**src/rtl/dmem_pkg.sv**
```systemverilog
// Shared types for the data-memory arbiter: FSM states, the latched request record
// and the request screening rule.
package dmem_pkg;

  localparam int DMEM_ADDR_W = 32;
  localparam int DMEM_DATA_W = 64;

  typedef enum logic [1:0] {
    IDLE,
    ACCESS,
    RESP
  } state_t;

  typedef struct packed {
    logic [DMEM_ADDR_W-1:0] addr;
    logic                   we;
    logic [DMEM_DATA_W-1:0] wdata;
    logic                   port;
    logic                   err;
  } req_t;

  // Out of range, or a write into the read-only low words; all compares unsigned, full width.
  function automatic logic addr_err(input logic [DMEM_ADDR_W-1:0] addr,
                                    input logic                   we,
                                    input logic [DMEM_ADDR_W-1:0] mem_lim,
                                    input logic [DMEM_ADDR_W-1:0] rom_lim);
    return (addr >= mem_lim) || (we && (addr < rom_lim));
  endfunction

endpackage

```
**src/rtl/dmem_arbiter_rr_arb2.sv**
```systemverilog
// Two-way round-robin grant: on contention the port that did not win last time wins.
module rr_arb2 (
  input  logic [1:0] valid,
  input  logic       last_grant,
  output logic [1:0] grant
);

  assign grant[0] = valid[0] & (last_grant | ~valid[1]);
  assign grant[1] = valid[1] & (~last_grant | ~valid[0]);

endmodule

```
**src/rtl/dmem_arbiter.sv**
```systemverilog
// Arbitrates the single-port data memory between the core LSU (port 0) and the debug/DMA
// loader (port 1); one screened access at a time, sequenced IDLE -> ACCESS -> RESP.
module dmem_arbiter
  import dmem_pkg::*;
#(
  parameter int MEM_SIZE = 256,
  parameter int ROM_SIZE = 2,
  parameter int ADDR_W   = DMEM_ADDR_W,
  parameter int DATA_W   = DMEM_DATA_W
) (
  input  logic                clk,
  input  logic                rst,
  input  logic [1:0]          req_valid,
  output logic [1:0]          req_ready,
  input  logic [2*ADDR_W-1:0] req_addr,
  input  logic [1:0]          req_we,
  input  logic [2*DATA_W-1:0] req_wdata,
  output logic [1:0]          resp_valid,
  output logic [DATA_W-1:0]   resp_rdata,
  output logic                resp_err,
  output logic [ADDR_W-1:0]   mem_addr,
  output logic [DATA_W-1:0]   mem_wdata,
  output logic                mem_wr_en,
  output logic                mem_rd_en,
  input  logic [DATA_W-1:0]   mem_rdata
);

  localparam logic [ADDR_W-1:0] MEM_LIM = ADDR_W'(MEM_SIZE);
  localparam logic [ADDR_W-1:0] ROM_LIM = ADDR_W'(ROM_SIZE);

  state_t            state;
  logic              last_grant;
  logic [1:0]        grant;
  req_t              req_p1;

  logic              sel_port;
  logic [ADDR_W-1:0] sel_addr;
  logic              sel_we;
  logic [DATA_W-1:0] sel_wdata;
  logic              sel_err;

  rr_arb2 u_arb (
    .valid      (req_valid),
    .last_grant (last_grant),
    .grant      (grant)
  );

  assign req_ready = (state == IDLE) ? grant : 2'b00;

  always_comb begin
    sel_port  = grant[1];
    sel_addr  = sel_port ? req_addr[2*ADDR_W-1:ADDR_W] : req_addr[ADDR_W-1:0];
    sel_wdata = sel_port ? req_wdata[2*DATA_W-1:DATA_W] : req_wdata[DATA_W-1:0];
    sel_we    = sel_port ? req_we[1] : req_we[0];
    sel_err   = addr_err(sel_addr, sel_we, MEM_LIM, ROM_LIM);
  end

  assign mem_addr  = req_p1.addr;
  assign mem_wdata = req_p1.wdata;

  always_ff @(posedge clk) begin
    if (rst) begin
      state      <= IDLE;
      last_grant <= 1'b1;
      req_p1     <= '0;
      mem_wr_en  <= 1'b0;
      mem_rd_en  <= 1'b0;
      resp_valid <= 2'b00;
      resp_rdata <= '0;
      resp_err   <= 1'b0;
    end else begin
      case (state)
        // p0 -> p1: handshake latches the screened request; enables are valid only in ACCESS
        IDLE: begin
          if (grant != 2'b00) begin
            req_p1     <= '{addr: sel_addr, we: sel_we, wdata: sel_wdata,
                            port: sel_port, err: sel_err};
            last_grant <= sel_port;
            mem_wr_en  <= sel_we & ~sel_err;
            mem_rd_en  <= ~sel_we & ~sel_err;
            state      <= ACCESS;
          end
        end
        // p1 -> p2: capture the combinational read data into the response registers
        ACCESS: begin
          mem_wr_en  <= 1'b0;
          mem_rd_en  <= 1'b0;
          resp_rdata <= (!req_p1.err && !req_p1.we) ? mem_rdata : '0;
          resp_err   <= req_p1.err;
          resp_valid <= req_p1.port ? 2'b10 : 2'b01;
          state      <= RESP;
        end
        RESP: begin
          resp_valid <= 2'b00;
          state      <= IDLE;
        end
        default: state <= IDLE;
      endcase
    end
  end

endmodule

```
**config.mk**
```make
export PLATFORM = sky130hd
export DESIGN_NAME = dmem_arbiter
export DESIGN_NICKNAME = d
export VERILOG_FILES = /design/src/rtl/dmem_pkg.sv /design/src/rtl/dmem_arbiter_rr_arb2.sv /design/src/rtl/dmem_arbiter.sv
export SDC_FILE = /design/constraint.sdc
export NUM_CORES = 1
export LEC_CHECK = 0
export CAP_MARGIN = 20
export CORE_AREA = 2 2 167 169
export CTS_BUF_LIST = sky130_fd_sc_hd__clkbuf_4 sky130_fd_sc_hd__clkbuf_8 sky130_fd_sc_hd__clkbuf_16
export CTS_CLUSTER_SIZE = 20
export DETAILED_ROUTE_END_ITERATION = 10
export DIE_AREA = 0 0 169 171
export SLEW_MARGIN = 20
export SYNTH_ARGS = -nofsm -noshare
export SYNTH_HDL_FRONTEND = slang
export SYNTH_SLANG_ARGS = --single-unit
```
**constraint.sdc**
```tcl
create_clock -name clk -period 2.26 [get_ports clk]
set_input_delay 0.339 -clock clk [delete_from_list [all_inputs] [get_ports clk]]
set_output_delay 0.339 -clock clk [all_outputs]
set_load 0.01 [all_outputs]
```
== Word-level counts from Yosys, hierarchy flattened ==
Cells that the tools add are included.

* Flip-flop bits (word level): 171

* Magnitude comparators: 2
* Eq/ne operators: 3
* Multiplexer cells: 13
* Bitwise logic cells: 11
* Reduce and logical (&&, ||, !) cells: 11

{| class="wikitable"
|+ Operator list
! kind !! count
|-
| 2-to-1 mux 64 bit || 2
|-
| >= comparator 32 x 9 -> 1 bit (second input constant) || 1
|-
| less-than comparator 32 x 2 -> 1 bit (second input constant) || 1
|-
| 2-to-1 mux 32 bit || 1
|-
| case mux 2 bit (2 select lines) || 2
|-
| 2-to-1 mux 2 bit || 3
|-
| nonzero test 2 bit || 3
|-
| inverter 1 bit || 5
|-
| AND 1 bit || 4
|-
| case mux 1 bit (2 select lines) || 2
|-
| AND reduction 2 bit || 2
|-
| 2-to-1 mux 1 bit || 3
|-
| equality test 2 x 1 -> 1 bit (second input constant) || 1
|-
| equality test 2 bit (second input constant) || 1
|-
| logical AND 1 bit || 2
|-
| zero test 1 bit || 2
|-
| zero test 2 bit || 1
|-
| != test 2 x 1 -> 1 bit (second input constant) || 1
|-
| bitwise OR 1 bit || 2
|-
| logical OR 1 bit || 1
|}

== Longest topological paths before layout ==
Gate-level depths: netlist of run 1.

* Word-level depth: 11
* Depth in mapped cells: 8

== By module ==
Synthesis of run 1 repeated with hierarchy kept, for this count alone.

* Cell total of the unflattened synthesis: 891
* Area total of the unflattened synthesis: 8026.4 um^2

{| class="wikitable"
|+ Modules (own cells, without submodules)
! module !! instances !! cells an instance !! area each (um^2)
|-
| dmem_arbiter || 1 || 888 || 8007.7
|-
| rr_arb2 || 1 || 3 || 18.8
|}

== Worst setup path after synthesis of run 1 ==
No wires, ideal clock.

* Path kind: register to register
* Start: reg state[0]
* End: reg req_p1, in the netlist mem_wdata[27]
* Library setup time: 0.142 ns
* Arrival time: 1.429 ns
* Slack: 0.689 ns
* Stages on the path, launching flop included: 8
* Buffers on the path: 3
* Clock period less this slack: 1.571 ns
* Cells stage by stage: dfxtp_1 inv_1 ha_1 o21a_1 buf_2 buf_4 clkbuf_1 a311oi_1

* Longest elaborated chain between the ends: 2

{| class="wikitable"
|+ RTL lines
! what !! line !! text
|-
| from (decl) || dmem_arbiter.sv:31 || <nowiki>state_t state;</nowiki>
|-
| from (signal assigned) || dmem_arbiter.sv:63 || <nowiki>state <= IDLE;</nowiki>
|-
| from (signal assigned) || dmem_arbiter.sv:81 || <nowiki>state <= ACCESS;</nowiki>
|-
| from (signal assigned) || dmem_arbiter.sv:91 || <nowiki>state <= RESP;</nowiki>
|-
| zero test 2 bit || dmem_arbiter.sv:72 || <nowiki>case (state)</nowiki>
|-
| AND reduction 2 bit (no line) || -- ||
|-
| to (signal assigned) || dmem_arbiter.sv:76 || <nowiki>req_p1 <= '{addr: sel_addr, we: sel_we, wdata: sel_wdata,</nowiki>
|-
| to (decl) || dmem_arbiter.sv:34 || <nowiki>req_t req_p1;</nowiki>
|}

No other way between the ends.
A chain may end at the register's enable or synchronous reset.

== Worst setup path after layout of run 1 ==
* Start: in req_valid[1]
* End: out req_ready[1]

* Longest elaborated chain between the ends: 2

{| class="wikitable"
|+ RTL lines
! what !! line !! text
|-
| from (decl) || dmem_arbiter.sv:13 || <nowiki>input logic [1:0] req_valid,</nowiki>
|-
| AND 1 bit || dmem_arbiter_rr_arb2.sv:9 || <nowiki>assign grant[1] = valid[1] & (~last_grant | ~valid[0]);</nowiki>
|-
| 2-to-1 mux 2 bit || dmem_arbiter.sv:48 || <nowiki>assign req_ready = (state == IDLE) ? grant : 2'b00;</nowiki>
|-
| to (decl) || dmem_arbiter.sv:14 || <nowiki>output logic [1:0] req_ready,</nowiki>
|}

No other way between the ends.

==> summary.txt, run 1 <==
Element type at the critical path start - primary input
Post-DR wirelength/cell - 17.4 um
Leakage - 4.81 nW
Post-DP Area - 11900 um^2
Finished Cell Area - 12600 um^2
Clock Tree Root - clkbuf_16
Chip Height - 171 um
Total chip power - 9.41 mW
Critical path's most frequent cell - clkdlybuf4s50_1
Final Hold Violating Endpoints - 0
Fillers - 2732
Crit path cell chain - clkdlybuf4s50_1, a21boi_4, nand2_1, inv_1, clkdlybuf4s50_1
Starting Density - 28.8%
Seq cells post-synth - 171
Post-synth top area cell - dfxtp_1
H-tree levels - 4
Iter 0 DRT Violations - 348
Max-slew violation count - 0
Post-synthesis cell type count - 34
Critical Path Sink Type - output pin
Synth top area cells - dfxtp_1 (43%), a311oi_1 (11%), buf_4 (9.6%), nand2_1 (9.4%), nor2_1 (8.2%)
Port Buf Inserts - 428
Worst endpoint required time - 1.92 ns
Worst-Margin Slew - 0.551 ns
Number of global-route vias before repair - 7318
Hold path depth - 2
Total gr overflow - 0
R2R depth - 6
Avg Cell Area, Syn - 7.91 um^2
Hold Path Class - primary input to register
Pre-CTS setup slack - 0.0786 ns
Final antenna-violating net count - 0
First-pass detailed-route iteration total - 4
Post-Synthesis Cells - 996
Final setup violation count - 0
Die Wd - 169 um
Final worst-path cycle share - 93.1%
Largest net degree at the start of global routing - 70
Critical path peak fanout - 2
Post-CTS Setup Repair Bufs - 0
ANT cells - 0
Site Rows - 61
Vias post-DR - 7799
Boundary pin count - 429
Clock Latency Late Sink - 0.44 ns
Clock buffer count from CTS - 17
Synthesis-to-layout area growth - 59.4%
Fraction of layout cells with a size suffix above 1 - 5.42%
Sink Count - 171
Synthesized cell area - 7880 um^2
Power Density - 749 nW/um^2
CTS max path bufs - 2
Post-synth top area share - 43.4%
Arrival @ worst endpoint - 1.76 ns
Wirelength, routed - 28900 um
Syn nets - 1262
Max_cap viols - 0
First-pass GRT wire length - 42400 um
Maximum VDD drop - 359 uV
DPL Wire Length - 21300 um
RSZ-0062 raised after global routing - false
Setup TNS - 0 ns
Synth warn - 0
Setup WS post-layout - 0.157 ns
Post-layout nets - 1564
GRT Resource Usage Total - 19.0%
Achievable Freq - 475 MHz
Outcome - complete, no violations
Via density - 4.71
Initial antenna violation count - 0
Final GP Congestion - 0.792
Core Region - 27300 um^2
Final min period - 2.10 ns
Max Clock Skew - 0.0193 ns
Die outline area - 28900 um^2
CTS clk-pin slew, worst paths - 0.08 ns
Rel. slew slack - 63.0%
Worst Hold Margin - 0.353 ns
Post-synthesis sequential area ratio - 43.4%
Remaining DRCs - 0
TritonCTS clock tree - done
Slowest cell on crit path - clkdlybuf4s50_1
Setup CP Type - primary input to output pin
CP max stage delay - 0.52 ns
worst paths after layout:
kind | from | end | slack, ns
worst max register to register | last_grant$_SDFFE_PP1P_ | req_p1[0]$_SDFFE_PP0P_ | 0.56
worst min-delay path | rst | resp_rdata[13]$_SDFFE_PP0P_ | 0.35
worst min register to register | mem_wr_en$_SDFFE_PP0P_ | mem_wr_en$_SDFFE_PP0P_ | 0.47
worst max-delay path | req_valid[1] | req_ready[1] | 0.16
per-stage QoR:
step	utilization, %	instances
after floorplan	-	996
after global routing	46.0	1657
after detailed placement	43.6	1625
final	46.0	1657
after CTS	46.0	1657
after global placement	43.6	1625
routing by layer:
metal  part of all wire, %  vias up  track usage (%)
li1                      -     3874                -
met1                    42     3626             23.3
met5                     0        -                0
met2                    49      262             32.1
met4                   2.5        0             7.47
met3                   6.4       37             4.79
power by group:
| part | internal [mW] | switching, mW |
|---|---|---|
| Combinational | 1.48 | 1.24 |
| Clock | 1.61 | 1.51 |
| Sequential | 3.37 | 0.193 |
| Total | 6.47 | 2.94 |
state kept, by name, indices dropped and copies added, names as in the netlist, 2 cells and up:
register,count
req_p1,3
resp_valid,2
mem_addr,32
state,2
mem_wdata,64
resp_rdata,64
cell usage after synthesis:
cell type	instances
buf_6	1
inv_1	3
dfxtp_1	171
nand4_1	3
a41oi_1	1
o21a_1	1
o31ai_1	2
a221o_1	1
a211oi_1	1
nor3b_1	2
ha_1	4
nor3_1	7
buf_1	2
a311oi_1	96
nand3b_1	2
o31a_1	1
nor4_1	9
nand2_1	197
nor2_1	172
or4_4	1
nand2b_1	1
mux2i_1	5
nor3_2	1
and3b_1	2
a21bo_1	1
o21ai_0	2
a21oi_1	66
o2111ai_1	2
nand3_1	2
clkbuf_1	36
buf_4	101
a21boi_1	1
buf_2	33
nor2b_1	66
layout make-up:
| class | instances | area [um^2] | share of cell area [%] |
|---|---|---|---|
| Tap cell | 346 | 433 | 3.45 |
| Clock buffer | 17 | 425 | 3.39 |
| Multi-Input combinational cell | 649 | 3410 | 27.2 |
| Clock inverter | 15 | 195 | 1.55 |
| Timing Repair Buffer | 456 | 4660 | 37.1 |
| Inverter | 3 | 11.3 | 0.0897 |
| Sequential cell | 171 | 3420 | 27.3 |
cell families after synthesis:
group,after synthesis,synth area share (%)
fa+ha+maj,4,0.635
buf+inv,176,13.8
compound gates,175,16.2
simple gates,465,25.3
flops,171,43.4
mux,5,0.635
repair_timing:
action	4_1_cts	5_1_grt
gates cloned	0	0
endpoints found under the hold margin	0	0
setup endpoints to repair	2	1
gates resized for setup	3	2
pin swaps	0	0
hold buffers	0	0
worst max-delay path: cells and delay by family:
| family | cells | cell delay, ns |
|---|---|---|
| AO/OA/AOI/OAI | 1 | 0.23 |
| AND/OR/NAND/NOR | 1 | 0.11 |
| buffers and inverters | 3 | 1.08 |
cells in the final DEF, fill, tap and decap left out, types with 3 or more instances in the layout:
cell type        instances
inv_8                    5
nand2_1                197
inv_6                    3
nand4_1                  3
mux2i_1                  5
nor2b_1                 66
a21oi_1                 66
clkdlybuf4s50_1        426
dfxtp_1                171
nor3_1                   7
clkbuf_16               17
buf_4                   15
nor2_1                 172
buf_12                  13
nor4_1                   9
clkinv_8                 4
a311oi_1                96
No activity file was read; power rests on OpenSTA's default activity.
==> inputs of run 2 (changes only) <==
--- a/config.mk
+++ b/config.mk
@@ -11,6 +11,7 @@
 export CTS_CLUSTER_SIZE = 20
 export DETAILED_ROUTE_END_ITERATION = 10
 export DIE_AREA = 0 0 169 171
+export HOLD_SLACK_MARGIN = 0.02
 export SLEW_MARGIN = 20
 export SYNTH_ARGS = -nofsm -noshare
 export SYNTH_HDL_FRONTEND = slang
==> results of run 2 <==
The final DEF is identical to that of run 1; final timing and power are the same.
